$ cat config.mk
export PLATFORM = sky130hd
export DESIGN_NAME = interrupt_tracker
export DESIGN_NICKNAME = d
export VERILOG_FILES = /design/src/rtl/interrupt_pkg.sv /design/src/rtl/int_channel.sv /design/src/rtl/interrupt_tracker.sv
export SDC_FILE = /design/constraint.sdc
export NUM_CORES = 1
export LEC_CHECK = 0
export ABC_AREA = 1
export BUFFER_PORTS_ARGS = -buffer_cell sky130_fd_sc_hd__buf_2
export CELL_PAD_IN_SITES_DETAIL_PLACEMENT = 0
export CELL_PAD_IN_SITES_GLOBAL_PLACEMENT = 1
export CORE_MARGIN = 2
export CORE_UTILIZATION = 35
export CTS_BUF_LIST = sky130_fd_sc_hd__clkbuf_4
export CTS_CLUSTER_DIAMETER = 120
export CTS_CLUSTER_SIZE = 8
export DETAILED_ROUTE_END_ITERATION = 16
export HOLD_SLACK_MARGIN = 0.06
export PLACE_DENSITY = 0.91
export SLEW_MARGIN = 10
export SYNTH_ARGS = -nofsm -noshare
export SYNTH_HDL_FRONTEND = slang
export SYNTH_SLANG_ARGS = --single-unit
$ cat constraint.sdc
create_clock -name clk -period 1.64 [get_ports clk]
set_clock_uncertainty 0.05 [all_clocks]
set_input_delay 0.164 -clock clk [delete_from_list [all_inputs] [get_ports clk]]
set_output_delay 0.164 -clock clk [all_outputs]
set_load 0.005 [all_outputs]
$ cat src/rtl/interrupt_pkg.sv
// ---------------------------------------------------------------------------
// interrupt_pkg
// Shared types and constants for the interrupt tracker.
//   int_state_t        : per-source state, encoded as {running, pending}
//   SRC_NMI / SRC_IRQ  : default source indices (index 0 is highest priority)
//   DEFAULT_*          : default source count and edge/maskable configuration
// ---------------------------------------------------------------------------
package interrupt_pkg;

    typedef enum logic [1:0] {
        IDLE     = 2'b00,
        PEND     = 2'b01,
        RUN      = 2'b10,
        RUN_PEND = 2'b11
    } int_state_t;

    localparam int SRC_NMI = 0;
    localparam int SRC_IRQ = 1;

    localparam int         DEFAULT_NUM_SRC   = 4;
    // NMI is the only edge-triggered source and the only non-maskable one.
    localparam logic [3:0] DEFAULT_EDGE_MASK = 4'b0001;
    localparam logic [3:0] DEFAULT_MASK_MASK = 4'b1110;

endpackage

$ cat src/rtl/int_channel.sv
// ---------------------------------------------------------------------------
// int_channel
// One interrupt source: request capture (rising edge or level) and the
// IDLE / PEND / RUN / RUN_PEND state machine.
// Ports:
//   clk, nrst   : clock, asynchronous active-low reset
//   enableFfs   : core advance enable; freezes ack, done and level evaluation
//   srcReq      : synchronised request for this source
//   iFlag       : processor I flag (blocks the request if this source is maskable)
//   ack         : this source is being injected (already steered by the top)
//   done        : this source's handler retires (already steered by the top)
//   pending     : state bit 0
//   running     : state bit 1
// ---------------------------------------------------------------------------
module int_channel
    import interrupt_pkg::*;
#(
    parameter bit IS_EDGE     = 1'b0,
    parameter bit IS_MASKABLE = 1'b1
) (
    input  logic clk,
    input  logic nrst,
    input  logic enableFfs,
    input  logic srcReq,
    input  logic iFlag,
    input  logic ack,
    input  logic done,
    output logic pending,
    output logic running
);

    int_state_t state;
    int_state_t stateNext;
    logic       prevReq;
    logic       edgeSeen;
    logic       masked;
    logic       nextRun;
    logic       nextPend;

    // The history flop resets high so a request already asserted when reset
    // releases is not mistaken for a fresh rising edge.  It runs every cycle,
    // independent of enableFfs, so an edge during a stall is still seen.
    always_ff @(posedge clk or negedge nrst) begin
        if (!nrst) begin
            prevReq <= 1'b1;
            state   <= IDLE;
        end else begin
            prevReq <= srcReq;
            state   <= stateNext;
        end
    end

    assign edgeSeen = srcReq & ~prevReq;
    assign masked   = IS_MASKABLE & iFlag;

    // Edge capture is applied last so it overrides an ack in the same cycle:
    // an acked source that sees a new edge ends in RUN_PEND.  Maskable edge
    // sources latch even while masked; the top decides eligibility.
    always_comb begin
        nextRun  = state[1];
        nextPend = state[0];
        if (enableFfs) begin
            if (ack) begin
                nextRun  = 1'b1;
                nextPend = 1'b0;
            end else if (done) begin
                nextRun  = 1'b0;
            end
            if (!IS_EDGE) begin
                nextPend = ack ? 1'b0 : (srcReq & ~masked);
            end
        end
        if (IS_EDGE && edgeSeen) begin
            nextPend = 1'b1;
        end
        stateNext = int_state_t'({nextRun, nextPend});
    end

    assign pending = state[0];
    assign running = state[1];

endmodule

$ cat src/rtl/interrupt_tracker.sv
// ---------------------------------------------------------------------------
// interrupt_tracker
// Pending/running tracker for NUM_SRC fixed-priority, nestable interrupt
// sources.  Selects the vector to inject and steers ack/done to channels.
// Ports:
//   clk, nrst   : clock, asynchronous active-low reset
//   enable_ffs  : core advance enable; low stalls ack, done and level sampling
//   src_req     : synchronised active-high requests, bit 0 highest priority
//   i_flag      : processor I flag; 1 blocks maskable sources
//   int_ack     : core injects the vector for int_sel this cycle
//   int_done    : core retires a handler (RTI)
//   int_req     : some eligible source is pending
//   int_sel     : highest-priority eligible pending source, 0 when idle
//   pending     : per-source pending bits
//   running     : per-source running bits
//   any_running : OR of running
// ---------------------------------------------------------------------------
module interrupt_tracker
    import interrupt_pkg::*;
#(
    parameter int                 NUM_SRC   = DEFAULT_NUM_SRC,
    parameter logic [NUM_SRC-1:0] EDGE_MASK = DEFAULT_EDGE_MASK,
    parameter logic [NUM_SRC-1:0] MASK_MASK = DEFAULT_MASK_MASK,
    parameter int                 IDX_W     = (NUM_SRC > 1) ? $clog2(NUM_SRC) : 1
) (
    input  logic               clk,
    input  logic               nrst,
    input  logic               enable_ffs,
    input  logic [NUM_SRC-1:0] src_req,
    input  logic               i_flag,
    input  logic               int_ack,
    input  logic               int_done,
    output logic               int_req,
    output logic [IDX_W-1:0]   int_sel,
    output logic [NUM_SRC-1:0] pending,
    output logic [NUM_SRC-1:0] running,
    output logic               any_running
);

    logic [NUM_SRC-1:0] eligible;
    logic [NUM_SRC-1:0] innermost;
    logic [NUM_SRC-1:0] ackVec;
    logic [NUM_SRC-1:0] doneVec;
    logic               runAtOrAbove;
    logic               foundSel;
    logic               foundRun;

    for (genvar g = 0; g < NUM_SRC; g++) begin : genChannel
        int_channel #(
            .IS_EDGE     (EDGE_MASK[g]),
            .IS_MASKABLE (MASK_MASK[g])
        ) chan (
            .clk       (clk),
            .nrst      (nrst),
            .enableFfs (enable_ffs),
            .srcReq    (src_req[g]),
            .iFlag     (i_flag),
            .ack       (ackVec[g]),
            .done      (doneVec[g]),
            .pending   (pending[g]),
            .running   (running[g])
        );
    end

    // A source is eligible only if nothing at its own or a higher priority is
    // running.  Including its own running bit is what stops a handler from
    // re-entering itself.
    always_comb begin
        eligible     = '0;
        runAtOrAbove = 1'b0;
        for (int i = 0; i < NUM_SRC; i++) begin
            runAtOrAbove = runAtOrAbove | running[i];
            eligible[i]  = pending[i] & ~(MASK_MASK[i] & i_flag) & ~runAtOrAbove;
        end
    end

    // Two lowest-index-first encoders: the vector to inject, and the
    // innermost (highest-priority) running handler that a done retires.
    always_comb begin
        int_sel   = '0;
        innermost = '0;
        foundSel  = 1'b0;
        foundRun  = 1'b0;
        for (int i = 0; i < NUM_SRC; i++) begin
            if (eligible[i] && !foundSel) begin
                int_sel  = IDX_W'(i);
                foundSel = 1'b1;
            end
            if (running[i] && !foundRun) begin
                innermost[i] = 1'b1;
                foundRun     = 1'b1;
            end
        end
    end

    assign int_req     = |eligible;
    assign any_running = |running;

    // An ack with nothing eligible is dropped here; both steered strobes are
    // stall-gated so a frozen core cannot start or retire a handler.
    always_comb begin
        ackVec  = '0;
        doneVec = '0;
        if (enable_ffs && int_ack && int_req) begin
            ackVec[int_sel] = 1'b1;
        end
        if (enable_ffs && int_done) begin
            doneVec = innermost;
        end
    end

endmodule

## After elaboration in Yosys (flattened, before gate mapping)

Index checks and enable logic that the tools add are counted.
Widths: inputs -> output; s select.

| storage, ports and cells | value |
|---|---|
| bits in registers | 9 |
| latch bits | 0 |
| memory bits (writable) | 0 |
| bits in read-only memories | 0 |
| output and inout port bits | 12 |
| word-level logic and storage cells | 90 |
| memories | 0 |

| operators by class | value |
|---|---|
| add/subtract/negate cells | 0 |
| multipliers | 0 |
| div/mod/pow operators | 0 |
| $lt $le $gt $ge | 2 |
| eq/ne operators | 0 |
| shifts and indexed selects | 0 |
| multiplexer cells | 30 |
| bitwise logic cells | 20 |
| reductions and logical operators | 29 |

Operator list:

| kind | count |
|---|---|
| $mux 1 | 25 |
| $reduce_bool 2->1 | 6 |
| $and 1x1->1 | 11 |
| $logic_and 1x1->1 | 10 |
| $reduce_and 2->1 | 5 |
| $mux 4 | 2 |
| $reduce_or 4->1 | 2 |
| $logic_not 1->1 | 6 |
| $not 1->1 | 6 |
| $mux 2 | 2 |
| $lt 2x3->1 const B | 1 |
| $or 1x1->1 | 3 |
| $demux 1 s2 | 1 |
| $ge 2x1->1 const B | 1 |

## Longest topological paths before layout

| logic depth | value |
|---|---|
| depth in word-level cells | 20 |
| depth in mapped cells | 8 |
| gate-level depth less buffers | 8 |

## Modules after synthesis

From an unflattened synthesis, not the netlist that was laid out.

| second synthesis, totals | value |
|---|---|
| cell total of the unflattened synthesis | 99 |
| area, all modules | 608.1 um2 |

By module, submodules not included:

| module | times used | cells an instance | area each (um2) | sequential area each (um2) |
|---|---|---|---|---|
| int_channel (genChannel[1].chan ...) | 3 | 13 | 91.3 | 50.0 |
| interrupt_tracker | 1 | 49 | 227.7 | 0.0 |
| int_channel (genChannel[0].chan) | 1 | 11 | 106.4 | 76.3 |

## Worst setup path before layout

Ideal clock, no wire load.

| timing path | value |
|---|---|
| kind | reg2reg |
| start | reg genChannel[0].chan.state[1] |
| end | reg genChannel[0].chan.state[0] |
| setup time | 0.120 ns |
| data arrival time | 1.111 ns |
| required time | 1.470 ns |
| setup slack | 0.359 ns |
| cell stages (with the launch flop) | 9 |
| period minus slack after synthesis | 1.281 ns |
| cells stage by stage | dfrtp_1 nor2_4 nand2_4 nor2_4 inv_2 nand3_2 nand2_2 o21bai_2 nand2_1 |

RTL lines:

| element | line | RTL |
|---|---|---|
| from (decl) | int_channel.sv:32 | `int_state_t state;` |
| from (signal assigned) | int_channel.sv:49 | `state <= stateNext;` |
| $or 1x1->1 (3 in series) | interrupt_tracker.sv:72 | `runAtOrAbove = runAtOrAbove \| running[i];` |
| $not 1->1 | interrupt_tracker.sv:73 | `eligible[i] = pending[i] & ~(MASK_MASK[i] & i_flag) & ~runAtOrAbove;` |
| $and 1x1->1 | interrupt_tracker.sv:73 |  |
| $reduce_or 4->1 (*) | interrupt_tracker.sv:96 | `assign int_req = \|eligible;` |
| via int_req | interrupt_tracker.sv:33 | `output logic int_req,` |
| $logic_and 1x1->1 (*) | interrupt_tracker.sv:104 | `if (enable_ffs && int_ack && int_req) begin` |
| $mux 4 (*) | interrupt_tracker.sv:104 |  |
| $reduce_bool 2->1 (no line) (*) | n/a |  |
| $reduce_and 2->1 (no line) (*) | n/a |  |

The timed path passes the listed nets; every way through them passes the cells marked *.
A chain may end at the register's enable or synchronous reset.

## Worst setup path in the final report

| timing path | value |
|---|---|
| start | reg genChannel[0].chan.state[1] |
| end | out int_sel[0] |

| between the ends | value |
|---|---|
| word-level cells in the longest chain between the ends | 12 |

Ends and longest elaborated chain:

| element | line | RTL |
|---|---|---|
| $not 1->1 | interrupt_tracker.sv:73 |  |
| $and 1x1->1 | interrupt_tracker.sv:73 |  |
| $mux 1 | interrupt_tracker.sv:85 | `if (eligible[i] && !foundSel) begin` |
| $logic_not 1->1 | interrupt_tracker.sv:85 |  |
| $logic_and 1x1->1 | interrupt_tracker.sv:85 |  |
| $mux 1 | interrupt_tracker.sv:85 |  |
| $logic_not 1->1 | interrupt_tracker.sv:85 |  |
| $logic_and 1x1->1 | interrupt_tracker.sv:85 |  |
| $mux 1 | interrupt_tracker.sv:85 |  |
| $logic_not 1->1 | interrupt_tracker.sv:85 |  |
| $logic_and 1x1->1 | interrupt_tracker.sv:85 |  |
| $mux 2 (*) | interrupt_tracker.sv:85 |  |
| to (decl) | interrupt_tracker.sv:34 | `output logic [IDX_W-1:0] int_sel,` |

Every way passes the cells marked *; elsewhere a longest branch is shown, timed or not.

==> Flow_metrics.wiki <==
{| class="wikitable"
! Metric !! Value
|-
| Initial Util || 37.7%
|-
| Worst Setup Path Type || flip-flop to output pin
|-
| Cell type of the slowest stage on the worst timing path || sky130_fd_sc_hd__dfrtp_2
|-
| RSZ-0062 raised after global routing || true
|-
| # nets final || 110
|-
| Maximum vdd ir drop || between 400 and 500 µV
|-
| Maximum number of pins on one net before global-route repair || 10
|-
| Portion of total power attributed to the clock network || 20.2%
|-
| Detailed placer's ending HPWL || 945 µm
|-
| Slowest cell delay on critical path || 0.42 ns
|-
| Clock tree from TritonCTS || built
|-
| Most area-consuming cells after synthesis || sky130_fd_sc_hd__dfrtp_1 35%, sky130_fd_sc_hd__nand2_1 12%, sky130_fd_sc_hd__buf_4 10%
|-
| Least-Margin Pin Slew || slightly below 0.3 ns
|-
| Width of the die || 44.5 µm
|-
| Required time reported for the critical path endpoint || 1.43 ns
|-
| Final weighted congestion in routability-driven placement || 0.753
|-
| Critical path cell sequence || buf_4, nor2_1, a21oi_4, nand3_4, nand2_1, buf_2
|-
| Fraction of power consumed by sequential logic || 30.6%
|-
| Total of flip-flops plus latches after synthesis || 9
|-
| Post-route minimum period || around 1.6 ns
|-
| P_leak || between 0.0004 and 0.0005 µW
|-
| Antenna-violating nets left || 0
|-
| Portion of synthesized cell area occupied by the leading cell type || 34.9%
|-
| Placement Rows || 14
|-
| Number of DRC markers after the initial detailed-route iteration || 21
|-
| Library cell occupying the most area in the post-synthesis netlist || sky130_fd_sc_hd__dfrtp_1
|-
| Share of the clock period used by the worst path after layout || a little over nine tenths
|-
| Critical path endpoint category || output pin
|-
| Post-Synthesis Net Count || 80
|-
| Synthesized area per cell || between 8 and 9 µm²
|-
| Layout cell share with drive strength beyond 1 || 51.5%
|-
| Sw frac || 36.1%
|-
| Overall power of the completed layout || 926 µW
|-
| Part of the power in combinational logic || approximately 49%
|-
| Number of buffers inserted during clock tree synthesis || 3
|-
| Path class of the lowest-slack min-delay path || input port to flip-flop
|-
| Maximum level of the CTS H-tree || 1
|-
| Category of the worst setup path launch point || flip-flop
|-
| CP Data Arrival Time || 1.40 ns
|-
| Total track usage || 15.4%
|-
| Vias in the first global route || around 480
|-
| Number of hold violations in the final report || 0
|-
| Status || complete, no violations
|-
| Reported max-cap violation count || 0
|-
| Clock latency on the worst-skew pair || 0.26 ns
|-
| Final setup violating endpoints || 0
|-
| Cell count after synthesis || 70
|-
| Power Density || about 1100 nW/µm²
|-
| Post-DR vias/cell || approximately 4.6
|-
| Detailed-routing iteration count for the pre-antenna-repair pass || 4
|-
| Wire length reported by the detailed router || 1370 µm
|-
| Vias post-DR || 525
|-
| Top-level port count || 22
|-
| Proportion of synthesized chip area in sequential cells || approximately two fifths
|-
| Clock slew seen by the registers of the worst setup and hold paths || approximately 0.060 ns
|-
| Post-route setup TNS || 0 ns
|-
| Core box area || between 1500 and 2000 µm²
|-
| Quantity of I/O buffers inserted on ports || 21
|-
| Number of clock sinks || 9
|-
| Antenna diode count || 0
|-
| Clock root cell || sky130_fd_sc_hd__clkbuf_4
|-
| CTS max path bufs || 2
|-
| Switching power || between 300 and 400 µW
|-
| Highest attainable clock frequency || 619 MHz
|-
| Die span in y || 44.5 µm
|-
| Post-route DRC violation count || 0
|-
| Synthesized cell area || 574 µm²
|-
| Buffer and inverter count on the worst path || 2
|-
| Power Internal || 592 µW
|-
| Total Die Area || 1980 µm²
|-
| Initial antenna violation count || 0
|-
| Remaining max-slew budget at the tightest pin || 80.7%
|-
| Library cells used by synthesis || 20
|-
| Synth-to-layout area growth || 41.6%
|-
| Wire length of the first global-routing pass || 2150 µm
|-
| Worst setup slack for register-to-register paths || 0.12 ns
|-
| Warnings from Yosys || 0
|-
| Overflow left after global routing || 0
|-
| Crit path max fanout || 5
|-
| Cell family contributing the most delay on the critical path || flip-flops
|-
| Detailed-route wire length per cell || 11.9 µm
|-
| Max Transition Viols Final || 0
|}
sequential cells by signal, summed over array words and instances (netlist names):
signal and flops:
genChannel.chan.prevReq 1, genChannel.chan.state 8
cell usage after synthesis:
library cell,instances
sky130_fd_sc_hd__dfrtp_1,8
sky130_fd_sc_hd__o22ai_1,1
sky130_fd_sc_hd__dfstp_2,1
sky130_fd_sc_hd__nand3_2,3
sky130_fd_sc_hd__nor2_4,2
sky130_fd_sc_hd__buf_4,8
sky130_fd_sc_hd__nand2_4,1
sky130_fd_sc_hd__nor3_1,1
sky130_fd_sc_hd__inv_1,8
sky130_fd_sc_hd__nand3_1,2
sky130_fd_sc_hd__inv_2,1
sky130_fd_sc_hd__nand4_2,1
sky130_fd_sc_hd__nand2_2,1
sky130_fd_sc_hd__nor2_1,6
sky130_fd_sc_hd__o21ai_1,1
sky130_fd_sc_hd__a21oi_4,1
sky130_fd_sc_hd__o21ai_0,4
sky130_fd_sc_hd__nand3b_1,1
sky130_fd_sc_hd__nand2_1,18
sky130_fd_sc_hd__o21bai_2,1
metal layers:
layer	up-vias	track usage, %	share of wire (%)	wire length, µm
met3	0	2.86	6.5	89
li1	273	-	-	-
met4	0	9.09	0	0
met1	231	21.4	43	593
met2	21	22.0	50	687
met5	-	0	0	0
cells in the final DEF, fill, tap and decap left out, drive strengths merged:
| cell | synthesis | layout |
|---|---|---|
| nand3b | 1 | 1 |
| inv | 9 | 9 |
| clkbuf | 0 | 4 |
| nand4 | 1 | 1 |
| dlygate4sd3 | 0 | 2 |
| o21ai | 5 | 5 |
| o21bai | 1 | 1 |
| o22ai | 1 | 1 |
| buf | 8 | 31 |
| nand2 | 20 | 20 |
| a21oi | 1 | 1 |
| dfrtp | 8 | 8 |
| nor2 | 8 | 8 |
| dfstp | 1 | 1 |
| nor3 | 1 | 1 |
| nand3 | 5 | 5 |
kinds of logic after synthesis:
kind of cell	share of synthesized area, %
and+or+nand+nor	34.0
buffers and inverters	16.3
DFF	39.4
AOI/OAI and AO/OA	10.2
tightest hold or removal path, stage by stage:
cell	delay, ns
sky130_fd_sc_hd__buf_2	0.08
sky130_fd_sc_hd__nand3_1	0.06
sky130_fd_sc_hd__nand2_1	0.05
cell type report:
class	count	area [µm²]
fill	138	711
multi-input combinational	44	288
sequential	9	228
timing repair buffer	33	214
inverter	9	33.8
clock buffer	4	30.0
tap	16	20.0
stage by stage:
step | worst slack (ns) | hold WS [ns] | utilization (%) | instance area, µm² | std cells
after floorplan | 0.359 | -0.182 | - | 574 | 70
after global placement | 0.286 | -0.0225 | 42.0 | 639 | 99
after detailed placement | 0.234 | -0.0171 | 42.0 | 639 | 99
after CTS | -0.000648 | 0.0768 | 50.7 | 772 | 111
after global routing | -0.0512 | 0.0907 | 53.4 | 813 | 115
final | 0.0248 | 0.0795 | 53.4 | 813 | 115
final timing paths:
path,start,endpoint,depth (start not counted)
setup / recovery,genChannel[0].chan.state[1],int_sel[0],6
setup reg to reg,genChannel[1].chan.state[1],genChannel[1].chan.state[0],8
hold reg to reg,genChannel[1].chan.state[0],genChannel[1].chan.state[0],2
min in group asynchronous,nrst,genChannel[1].chan.state[1],2
max in group asynchronous,nrst,genChannel[0].chan.prevReq,2
hold / removal,src_req[1],genChannel[1].chan.state[0],3
power groups by stage:
stage	clock (µW)	sequential (µW)	combinational (µW)
2_1_floorplan	0	289	236
3_3_place_gp	0	292	291
3_5_place_dp	0	294	295
4_1_cts	195	284	402
5_1_grt	213	289	497
6_report	187	284	455
what timing repair did:
| action | CTS | global route |
|---|---|---|
| endpoints found under the setup margin | 2 | 3 |
| pin swaps | 4 | 8 |
| hold buffers | 2 | 0 |
| hold endpoints to repair | 10 | 0 |
| setup buffers | 6 | 4 |
| resized for setup | 8 | 3 |
Power figures use the tool's default switching activity.
